$ cat src/rtl/file_mem_init_pkg.sv
// rtl/file_mem_init_pkg.sv - shared state encoding and beat-size helpers for the file-memory burst initiator
package file_mem_init_pkg;

  typedef enum logic [1:0] {
    IDLE  = 2'd0,
    RD    = 2'd1,
    WR    = 2'd2,
    DRAIN = 2'd3
  } state_e;

  // Bytes covered by one beat; the address advances by this much per beat.
  function automatic int unsigned beat_bytes(input int unsigned data_bits);
    return data_bits / 8;
  endfunction

  // Beat widths the file-memory model understands.
  function automatic bit data_bits_legal(input int unsigned data_bits);
    return (data_bits == 8) || (data_bits == 16) || (data_bits == 32) || (data_bits == 64);
  endfunction

endpackage

$ cat src/rtl/file_mem_resp_fifo.sv
// rtl/file_mem_resp_fifo.sv - read-response FIFO holding {last,data} entries with occupancy count
module file_mem_resp_fifo #(
  parameter int WIDTH = 65,
  parameter int DEPTH = 2,
  parameter int CW    = $clog2(DEPTH + 1)
) (
  input  logic             clock,
  input  logic             reset_n,
  input  logic             flush,
  input  logic             push,
  input  logic [WIDTH-1:0] push_data,
  input  logic             pop,
  output logic [WIDTH-1:0] head,
  output logic [CW-1:0]    count,
  output logic             empty
);

  localparam int IW = (DEPTH > 1) ? $clog2(DEPTH) : 1;
  localparam logic [IW-1:0] LAST_IDX = IW'(DEPTH - 1);
  localparam logic [IW-1:0] PTR_ONE  = IW'(1);
  localparam logic [CW-1:0] CNT_ONE  = CW'(1);
  localparam logic [CW-1:0] CNT_FULL = CW'(DEPTH);

  logic [WIDTH-1:0] store [DEPTH];
  logic [IW-1:0]    wr_ptr;
  logic [IW-1:0]    rd_ptr;
  logic             full;

  // Status flags and the head entry presented to the consumer.
  always_comb begin
    empty = (count == '0);
    full  = (count == CNT_FULL);
    head  = store[rd_ptr];
  end

  // Entry storage carries no reset; only pointers and count define validity.
  always_ff @(posedge clock) begin
    if (push && !flush) begin
      store[wr_ptr] <= push_data;
    end
  end

  // Pointer and occupancy bookkeeping with wrap for non-power-of-two depths.
  always_ff @(posedge clock or negedge reset_n) begin
    if (!reset_n) begin
      wr_ptr <= '0;
      rd_ptr <= '0;
      count  <= '0;
    end else if (flush) begin
      wr_ptr <= '0;
      rd_ptr <= '0;
      count  <= '0;
    end else begin
      if (push) begin
        wr_ptr <= (wr_ptr == LAST_IDX) ? '0 : wr_ptr + PTR_ONE;
      end
      if (pop) begin
        rd_ptr <= (rd_ptr == LAST_IDX) ? '0 : rd_ptr + PTR_ONE;
      end
      case ({push, pop})
        2'b10:   count <= count + CNT_ONE;
        2'b01:   count <= count - CNT_ONE;
        default: count <= count;
      endcase
    end
  end

  // The initiator's credit scheme must keep these from ever happening.
  a_no_overflow: assert property (@(posedge clock) disable iff (!reset_n)
    !(push && !pop && !flush && full));
  a_no_underflow: assert property (@(posedge clock) disable iff (!reset_n)
    !(pop && !flush && empty));

endmodule

$ cat src/rtl/file_mem_burst_initiator.sv
// rtl/file_mem_burst_initiator.sv - burst initiator for the file-memory request port (option macro: FILE_MEM_INIT_WRAP_CHECK_EN)
module file_mem_burst_initiator
  import file_mem_init_pkg::*;
#(
  parameter int ADDR_BITS  = 32,
  parameter int DATA_BITS  = 64,
  parameter int LEN_BITS   = 8,
  parameter int RESP_DEPTH = 2
) (
  input  logic                 clock,
  input  logic                 reset_n,
  input  logic                 cmd_valid,
  output logic                 cmd_ready,
  input  logic [ADDR_BITS-1:0] cmd_addr,
  input  logic [LEN_BITS-1:0]  cmd_len,
  input  logic                 cmd_r_wb,
  input  logic                 wdata_valid,
  output logic                 wdata_ready,
  input  logic [DATA_BITS-1:0] wdata,
  output logic                 rdata_valid,
  input  logic                 rdata_ready,
  output logic [DATA_BITS-1:0] rdata,
  output logic                 rdata_last,
  output logic                 mem_req_valid,
  output logic [ADDR_BITS-1:0] mem_req_addr,
  output logic [DATA_BITS-1:0] mem_req_data,
  output logic                 mem_req_r_wb,
  input  logic [DATA_BITS-1:0] mem_resp_data
`ifdef FILE_MEM_INIT_WRAP_CHECK_EN
  ,
  output logic                 err_wrap
`endif
);

  localparam logic [1:0] S_IDLE  = IDLE;
  localparam logic [1:0] S_RD    = RD;
  localparam logic [1:0] S_WR    = WR;
  localparam logic [1:0] S_DRAIN = DRAIN;

  localparam int CW  = $clog2(RESP_DEPTH + 1);
  localparam int CW1 = CW + 1;
  localparam logic [ADDR_BITS-1:0] ADDR_STEP   = ADDR_BITS'(beat_bytes(DATA_BITS));
  localparam logic [CW:0]          DEPTH_SLOTS = CW1'(RESP_DEPTH);
  localparam logic [LEN_BITS:0]    BEAT_ONE    = {{LEN_BITS{1'b0}}, 1'b1};

  if (!data_bits_legal(DATA_BITS)) begin : g_bad_data_bits
    $error("DATA_BITS must be 8, 16, 32 or 64");
  end

  logic [1:0]           state;
  logic [ADDR_BITS-1:0] addr_q;
  logic [LEN_BITS:0]    beats_q;
  logic                 inflight_q;
  logic                 inflight_last_q;

  logic [CW-1:0]        fifo_count;
  logic                 fifo_empty;
  logic [DATA_BITS:0]   fifo_head;

  logic                 cmd_accept;
  logic                 rd_pop;
  logic [CW:0]          used_slots;
  logic                 credit_ok;
  logic                 last_beat;
  logic                 rd_issue;
  logic                 wr_beat;
  logic                 wrap_bad;

  // Handshakes, credit and request-port drive; rdata_ready reaches mem_req_valid combinationally
  // so a popping consumer frees a slot in the same cycle and sustains one beat per cycle.
  always_comb begin
    // reset_n gating keeps cmd_ready low while reset is held and high straight after release.
    cmd_ready     = reset_n && (state == S_IDLE);
    cmd_accept    = cmd_valid && cmd_ready;
    rdata_valid   = !fifo_empty;
    rd_pop        = rdata_valid && rdata_ready;
    used_slots    = {1'b0, fifo_count} + {{CW{1'b0}}, inflight_q};
    credit_ok     = used_slots < (DEPTH_SLOTS + {{CW{1'b0}}, rd_pop});
    last_beat     = (beats_q == BEAT_ONE);
    rd_issue      = (state == S_RD) && credit_ok;
    wr_beat       = (state == S_WR) && wdata_valid;
    wdata_ready   = (state == S_WR);
    mem_req_valid = rd_issue || wr_beat;
    mem_req_r_wb  = !wr_beat;
    mem_req_data  = wr_beat ? wdata : '0;
    mem_req_addr  = addr_q;
    rdata         = rdata_valid ? fifo_head[DATA_BITS-1:0] : '0;
    rdata_last    = rdata_valid && fifo_head[DATA_BITS];
  end

`ifdef FILE_MEM_INIT_WRAP_CHECK_EN
  localparam int EW = ADDR_BITS + LEN_BITS + 5;
  logic [EW-1:0] burst_end;

  // Flag commands whose last byte would land beyond the top of the address space.
  always_comb begin
    burst_end = EW'(cmd_addr) + EW'({1'b0, cmd_len} + BEAT_ONE) * EW'(beat_bytes(DATA_BITS));
    wrap_bad  = burst_end > (EW'(1) << ADDR_BITS);
  end

  // One-cycle error pulse for a rejected wrapping command.
  always_ff @(posedge clock or negedge reset_n) begin
    if (!reset_n) begin
      err_wrap <= 1'b0;
    end else begin
      err_wrap <= cmd_accept && wrap_bad;
    end
  end
`else
  assign wrap_bad = 1'b0;
`endif

  // Burst sequencing: latch the command, step address/beat count per issued beat.
  // addr_q is not advanced on the final beat so the request address rests on the last access.
  always_ff @(posedge clock or negedge reset_n) begin
    if (!reset_n) begin
      state           <= S_IDLE;
      addr_q          <= '0;
      beats_q         <= '0;
      inflight_q      <= 1'b0;
      inflight_last_q <= 1'b0;
    end else begin
      inflight_q      <= rd_issue;
      inflight_last_q <= rd_issue && last_beat;
      case (state)
        S_IDLE: begin
          if (cmd_accept && !wrap_bad) begin
            addr_q  <= cmd_addr;
            beats_q <= {1'b0, cmd_len} + BEAT_ONE;
            state   <= cmd_r_wb ? S_RD : S_WR;
          end
        end
        S_RD: begin
          if (rd_issue) begin
            beats_q <= beats_q - BEAT_ONE;
            if (last_beat) begin
              state <= S_DRAIN;
            end else begin
              addr_q <= addr_q + ADDR_STEP;
            end
          end
        end
        S_WR: begin
          if (wr_beat) begin
            beats_q <= beats_q - BEAT_ONE;
            if (last_beat) begin
              state <= S_IDLE;
            end else begin
              addr_q <= addr_q + ADDR_STEP;
            end
          end
        end
        S_DRAIN: begin
          if (!inflight_q && fifo_empty) begin
            state <= S_IDLE;
          end
        end
        default: state <= S_IDLE;
      endcase
    end
  end

  // Read data returns one cycle after issue and is captured together with its last flag.
  file_mem_resp_fifo #(
    .WIDTH (DATA_BITS + 1),
    .DEPTH (RESP_DEPTH),
    .CW    (CW)
  ) u_resp_fifo (
    .clock     (clock),
    .reset_n   (reset_n),
    .flush     (cmd_accept),
    .push      (inflight_q),
    .push_data ({inflight_last_q, mem_resp_data}),
    .pop       (rd_pop),
    .head      (fifo_head),
    .count     (fifo_count),
    .empty     (fifo_empty)
  );

endmodule
$ cat config.mk
export PLATFORM = sky130hd
export DESIGN_NAME = file_mem_burst_initiator
export DESIGN_NICKNAME = d
export VERILOG_FILES = /design/src/rtl/file_mem_init_pkg.sv /design/src/rtl/file_mem_resp_fifo.sv /design/src/rtl/file_mem_burst_initiator.sv
export SDC_FILE = /design/constraint.sdc
export NUM_CORES = 1
export LEC_CHECK = 0
export CORE_ASPECT_RATIO = 1.5
export CORE_MARGIN = 10
export CORE_UTILIZATION = 40
export DETAILED_ROUTE_END_ITERATION = 12
export HOLD_SLACK_MARGIN = 0.08
export PLACE_DENSITY = 0.77
export SLEW_MARGIN = 20
export SYNTH_ARGS = -nofsm -noshare
export SYNTH_HDL_FRONTEND = slang
export SYNTH_SLANG_ARGS = --single-unit
$ cat constraint.sdc
create_clock -name clock -period 6.55 [get_ports clock]
set_input_delay 0.655 -clock clock [delete_from_list [all_inputs] [get_ports clock]]
set_output_delay 0.655 -clock clock [all_outputs]
set_load 0.005 [all_outputs]
==> reports/metrics.sh <==
CP-END-KIND='output port'
GRTUSAGETOTAL_PCT=19.3
SYNTH_AREA_UM2=8870
SLEW_VIOLATIONS=0
FIN_TOTAL_PWR_uW=5810
PLACE.DETAILED.HPWL_MM=21.5
FINAL.HOLD.WORST_SLACK_NS=0.458
P_SEQ_SHARE_PCT=33.1
DIE-AREA_UM2=28700
POSTCTSRESIZEDCELLS=0
GLOBAL_ROUTE.USAGE.MET1_PCT=22.1
DETAILROUTE.VIA_COUNT=7314
MAX_CAP_VIOLATIONS=0
GLOBAL_ROUTE.PEAK_USAGE_LAYER='met2'
SYNTHARSTFLOPSHARE_PCT=27.4
FINALCLOCKSKEW_NS=0.0126
POST-CTS-SETUP-BUFFERS=0
NETSWITCHINGFRACTION_PCT=37.6
INTERNAL_POWER_CONTRIBUTION_uW=3620
TOTAL_SWITCHING_POWER_uW=2180
SYNTH-SEQ-AREA-SHARE_PCT=57.8
TRITONCTS_NUM_SINKS=179
SYNTHCELLS=767
WORST_IR_DROP_VDD_V=0.000423
SLOWEST_DELAY_NS=0.80
DRT_ITER0_DRC=465
FIRST_GLOBAL_VIAS=7420
SYNTH_REGISTER_BITS=179
PWR-SHARE-COMB_PCT=49.0
POST_ROUTE_CELLS_DRIVE_ABOVE_1_SHARE_PCT=5.86
GLOBALROUTEMET2UTIL_PCT=33.1
CTS-HOLD-FIX-BUFFERS=0
CTS_MADE_BUFFERS=17
YOSYS.AREA.TOP_TYPE_SHARE_PCT=44.0
GRT_UTIL_MET3_PCT=6.69
SYNTH-MAIN-FF-CELL='sky130_fd_sc_hd__edfxtp_1'
GP_CONGESTION=0.876
NUMBER_OF_DISTINCT_LIBRARY_CELLS_AFTER_SYNTHESIS=68
SUM_NEG_SETUP_SLACK_NS=0
POST_SYNTH_EDFFS=130
CELL_WITH_THE_LARGEST_STAGE_DELAY_ON_THE_WORST_PATH='sky130_fd_sc_hd__dfrtp_4'
CP_DATA_REQUIRED_TIME_NS=5.89
PLACEABLECOREAREA_UM2=21800
YOSYS_WARNINGS=0
WORSTPATHMAXFANOUT=34
RSZ0062_AT_GRT='no'
SYNTHDOMINANTAREACELLTYPE='sky130_fd_sc_hd__edfxtp_1'
WORST-SETUP-PATH-TYPE='flip-flop to output port'
ROUTE.ANTENNA.REMAINING_NETS=0
TIMING.CRITICAL_PATH.ARRIVAL_NS=2.68
CP_CELL_SEQUENCE='buf_4 > mux2i_1 > nor2_1 > clkdlybuf4s50_1'
DRT_VIA_DENSITY=5.35
WORSTMARGINPINSLEW_NS=1.24
FINALCRITICALPERIOD_NS=3.33
CLK_ROOT_BUFFER_CELL='sky130_fd_sc_hd__clkbuf_16'
FINAL_NET_COUNT=1265
CTS-ROOT-TO-SINK-BUFFERS=2
POWER.STATIC_LEAKAGE_uW=0.00503
ROWS=66
IOPINCOUNT=340
CLOCK_POWER_SHARE_PCT=17.9
FILLER_CELL_COUNT=1770
MAX_FREQ_GHz=0.300
PERIOD_SHARE_PCT=50.9
DIE_X_UM=142
CRIT_BUF_INV=2
WORST_SETUP_HOLD_PATH_CLK_SLEW_NS=0.07
DIE_Y_UM=202
TRITONCTS_CLOCK_TREE='built'
DRT_PRE_ANTENNA_ITERS=4
WORSTSETUPSTARTPOINTTYPE='flip-flop'
SYNTHTOPCELLSBYAREA='sky130_fd_sc_hd__edfxtp_1, sky130_fd_sc_hd__dfrtp_1, sky130_fd_sc_hd__mux2i_1'
CLOCK_LATENCY_ON_THE_WORST_SKEW_PAIR_NS=0.43
LARGEST_NET_DEGREE_AT_THE_START_OF_GLOBAL_ROUTING=68
INITIAL_UTILIZATION_PCT=40.7
GRT_ANTENNA_BEFORE_REPAIR=4
SYNTHESIS.NETS=952
MIN-DELAY-PATH-CLASS='input pin to async pin'
FINALCOREUTILIZATION_PCT=59.9
POWER_DENSITY_OVER_CELL_AREA_nW_PER_UM2=444
FF2FF_PATH_DEPTH=6
FINALWIRELENGTH_MM=28.9
RELSLEWSLACK_PCT=17.4
SYNTH_AREA_PER_CELL_UM2=11.6
HTREEDEPTH=4
GLOBAL_ROUTE.OVERFLOW_TOTAL=0
DRT-WIRELENGTH-PER-CELL_UM=21.1
GRT_FIRST_PASS_WIRELENGTH_MM=43.6
CRITICAL_PATH_DEPTH=4
FINAL-SETUP-VIOL-COUNT=0
IO_BUFFER_COUNT=339
WORST_PATH_DOMINANT_CELL_FAMILY='buffers and inverters'
RUN_STATUS='complete, no violations'
DRC=0
AREA_GROWTH_SYN_TO_LAYOUT_PCT=47.3
HOLD_VIOL_FINAL=0
==> power by group through the flow <==
stage          Sequential (µW)  Clock [µW]  Combinational (µW)
2_1_floorplan             1820           0                1640
3_3_place_gp              1920           0                2820
3_5_place_dp              1940           0                2870
4_1_cts                   1920        1070                2880
5_1_grt                   1970        1120                3110
6_report                  1920        1040                2840
==> cell families (layout without fill, tap and decap cells) <==
| group | count (synthesis) | count (layout) | synth area share (%) |
|---|---|---|---|
| adders and majority gates | 11 | 11 | 1.55 |
| and+or+nand+nor | 319 | 319 | 19.7 |
| AOI/OAI and AO/OA | 109 | 109 | 8.67 |
| buffers and inverters | 67 | 392 | 3.13 |
| other | 0 | 3 | 0 |
| DFF | 179 | 179 | 57.8 |
| xor gates and xnor gates | 10 | 10 | 0.987 |
| muxes | 72 | 72 | 8.17 |
==> per-layer routing <==
layer | up-vias | share of wire, % | wire length, µm
met4 | 6 | 1.7 | 481
met1 | 3492 | 39 | 11400
met5 | - | 0.15 | 42
met3 | 38 | 7.4 | 2150
li1 | 3523 | - | -
met2 | 255 | 51 | 14800
==> flip-flops by register name, summed over array words and instances, names as in the netlist <==
name                flops
beats_q                 9
inflight_last_q         1
inflight_q              1
mem_req_addr           32
state                   2
u_resp_fifo.count       2
u_resp_fifo.rd_ptr      1
u_resp_fifo.store     130
u_resp_fifo.wr_ptr      1
==> final cells by class <==
| cell class | instances | area (µm²) | area share (%) |
|---|---|---|---|
| diodes | 3 | 7.51 | 0.0575 |
| clock buffers | 20 | 437 | 3.34 |
| clock inverters | 11 | 161 | 1.24 |
| inverters | 12 | 45.0 | 0.345 |
| multi-input cells | 521 | 3480 | 26.6 |
| flip-flops and latches | 179 | 5130 | 39.3 |
| well taps | 272 | 340 | 2.60 |
| repair buffers | 349 | 3460 | 26.5 |
==> cell usage in the layout, fill, tap and decap left out, types with 5 or more instances in the layout <==
cell / n
sky130_fd_sc_hd__ha_1: 11
sky130_fd_sc_hd__a21o_1: 6
sky130_fd_sc_hd__mux2i_1: 69
sky130_fd_sc_hd__xnor2_1: 8
sky130_fd_sc_hd__nor3_1: 16
sky130_fd_sc_hd__o22ai_1: 23
sky130_fd_sc_hd__clkbuf_16: 17
sky130_fd_sc_hd__dfrtp_1: 48
sky130_fd_sc_hd__edfxtp_1: 130
sky130_fd_sc_hd__and2_1: 6
sky130_fd_sc_hd__nand3_1: 16
sky130_fd_sc_hd__nor4_1: 8
sky130_fd_sc_hd__buf_4: 10
sky130_fd_sc_hd__nor3b_1: 5
sky130_fd_sc_hd__nand2_1: 30
sky130_fd_sc_hd__and3_1: 76
sky130_fd_sc_hd__inv_1: 12
sky130_fd_sc_hd__o21ai_0: 18
sky130_fd_sc_hd__nand4_1: 22
sky130_fd_sc_hd__clkdlybuf4s50_1: 338
sky130_fd_sc_hd__nor2_1: 99
sky130_fd_sc_hd__and4_1: 12
sky130_fd_sc_hd__a21oi_1: 17
sky130_fd_sc_hd__nand2b_1: 8
==> Yosys cell counts, types with 3 or more instances <==
cell type	count
sky130_fd_sc_hd__edfxtp_1	130
sky130_fd_sc_hd__nor2_1	100
sky130_fd_sc_hd__and3_1	76
sky130_fd_sc_hd__mux2i_1	69
sky130_fd_sc_hd__dfrtp_1	49
sky130_fd_sc_hd__clkbuf_1	37
sky130_fd_sc_hd__nand2_1	30
sky130_fd_sc_hd__o22ai_1	23
sky130_fd_sc_hd__nand4_1	22
sky130_fd_sc_hd__o21ai_0	18
sky130_fd_sc_hd__a21oi_1	17
sky130_fd_sc_hd__nand3_1	16
sky130_fd_sc_hd__nor3_1	16
sky130_fd_sc_hd__and4_1	12
sky130_fd_sc_hd__buf_2	12
sky130_fd_sc_hd__inv_1	12
sky130_fd_sc_hd__ha_1	11
sky130_fd_sc_hd__nand2b_1	8
sky130_fd_sc_hd__nor4_1	8
sky130_fd_sc_hd__xnor2_1	8
sky130_fd_sc_hd__a21o_1	6
sky130_fd_sc_hd__and2_1	6
sky130_fd_sc_hd__nor3b_1	6
sky130_fd_sc_hd__buf_1	4
sky130_fd_sc_hd__nor2b_1	4
sky130_fd_sc_hd__o221a_2	4
sky130_fd_sc_hd__a311oi_1	3
sky130_fd_sc_hd__mux2_2	3
sky130_fd_sc_hd__o21ai_1	3
sky130_fd_sc_hd__o31ai_1	3
sky130_fd_sc_hd__or2_2	3
==> worst paths after layout <==
check / start / end / slack [ns]
worst max register to register: inflight_q / mem_req_addr[31] / 3.54
worst min-delay path: reset_n / mem_req_addr[11] / 0.46
worst min register to register: inflight_last_q / u_resp_fifo.store[1][64] / 0.46
max in group asynchronous: reset_n / u_resp_fifo.rd_ptr / 5.54
min in group clock: inflight_last_q / u_resp_fifo.store[1][64] / 0.46
worst max-delay path: u_resp_fifo.rd_ptr / rdata[30] / 3.22
==> per-stage QoR <==
stage | instance area (µm²) | setup slack, ns | instances
CTS | 13100 | 3.11 | 1364
floorplan | 8870 | 0.227 | 767
finish | 13100 | 3.22 | 1367
detailed placement | 12500 | 2.94 | 1333
global placement | 12500 | 2.95 | 1333
global route | 13100 | 2.98 | 1364
(Power assumes the default switching activity.)
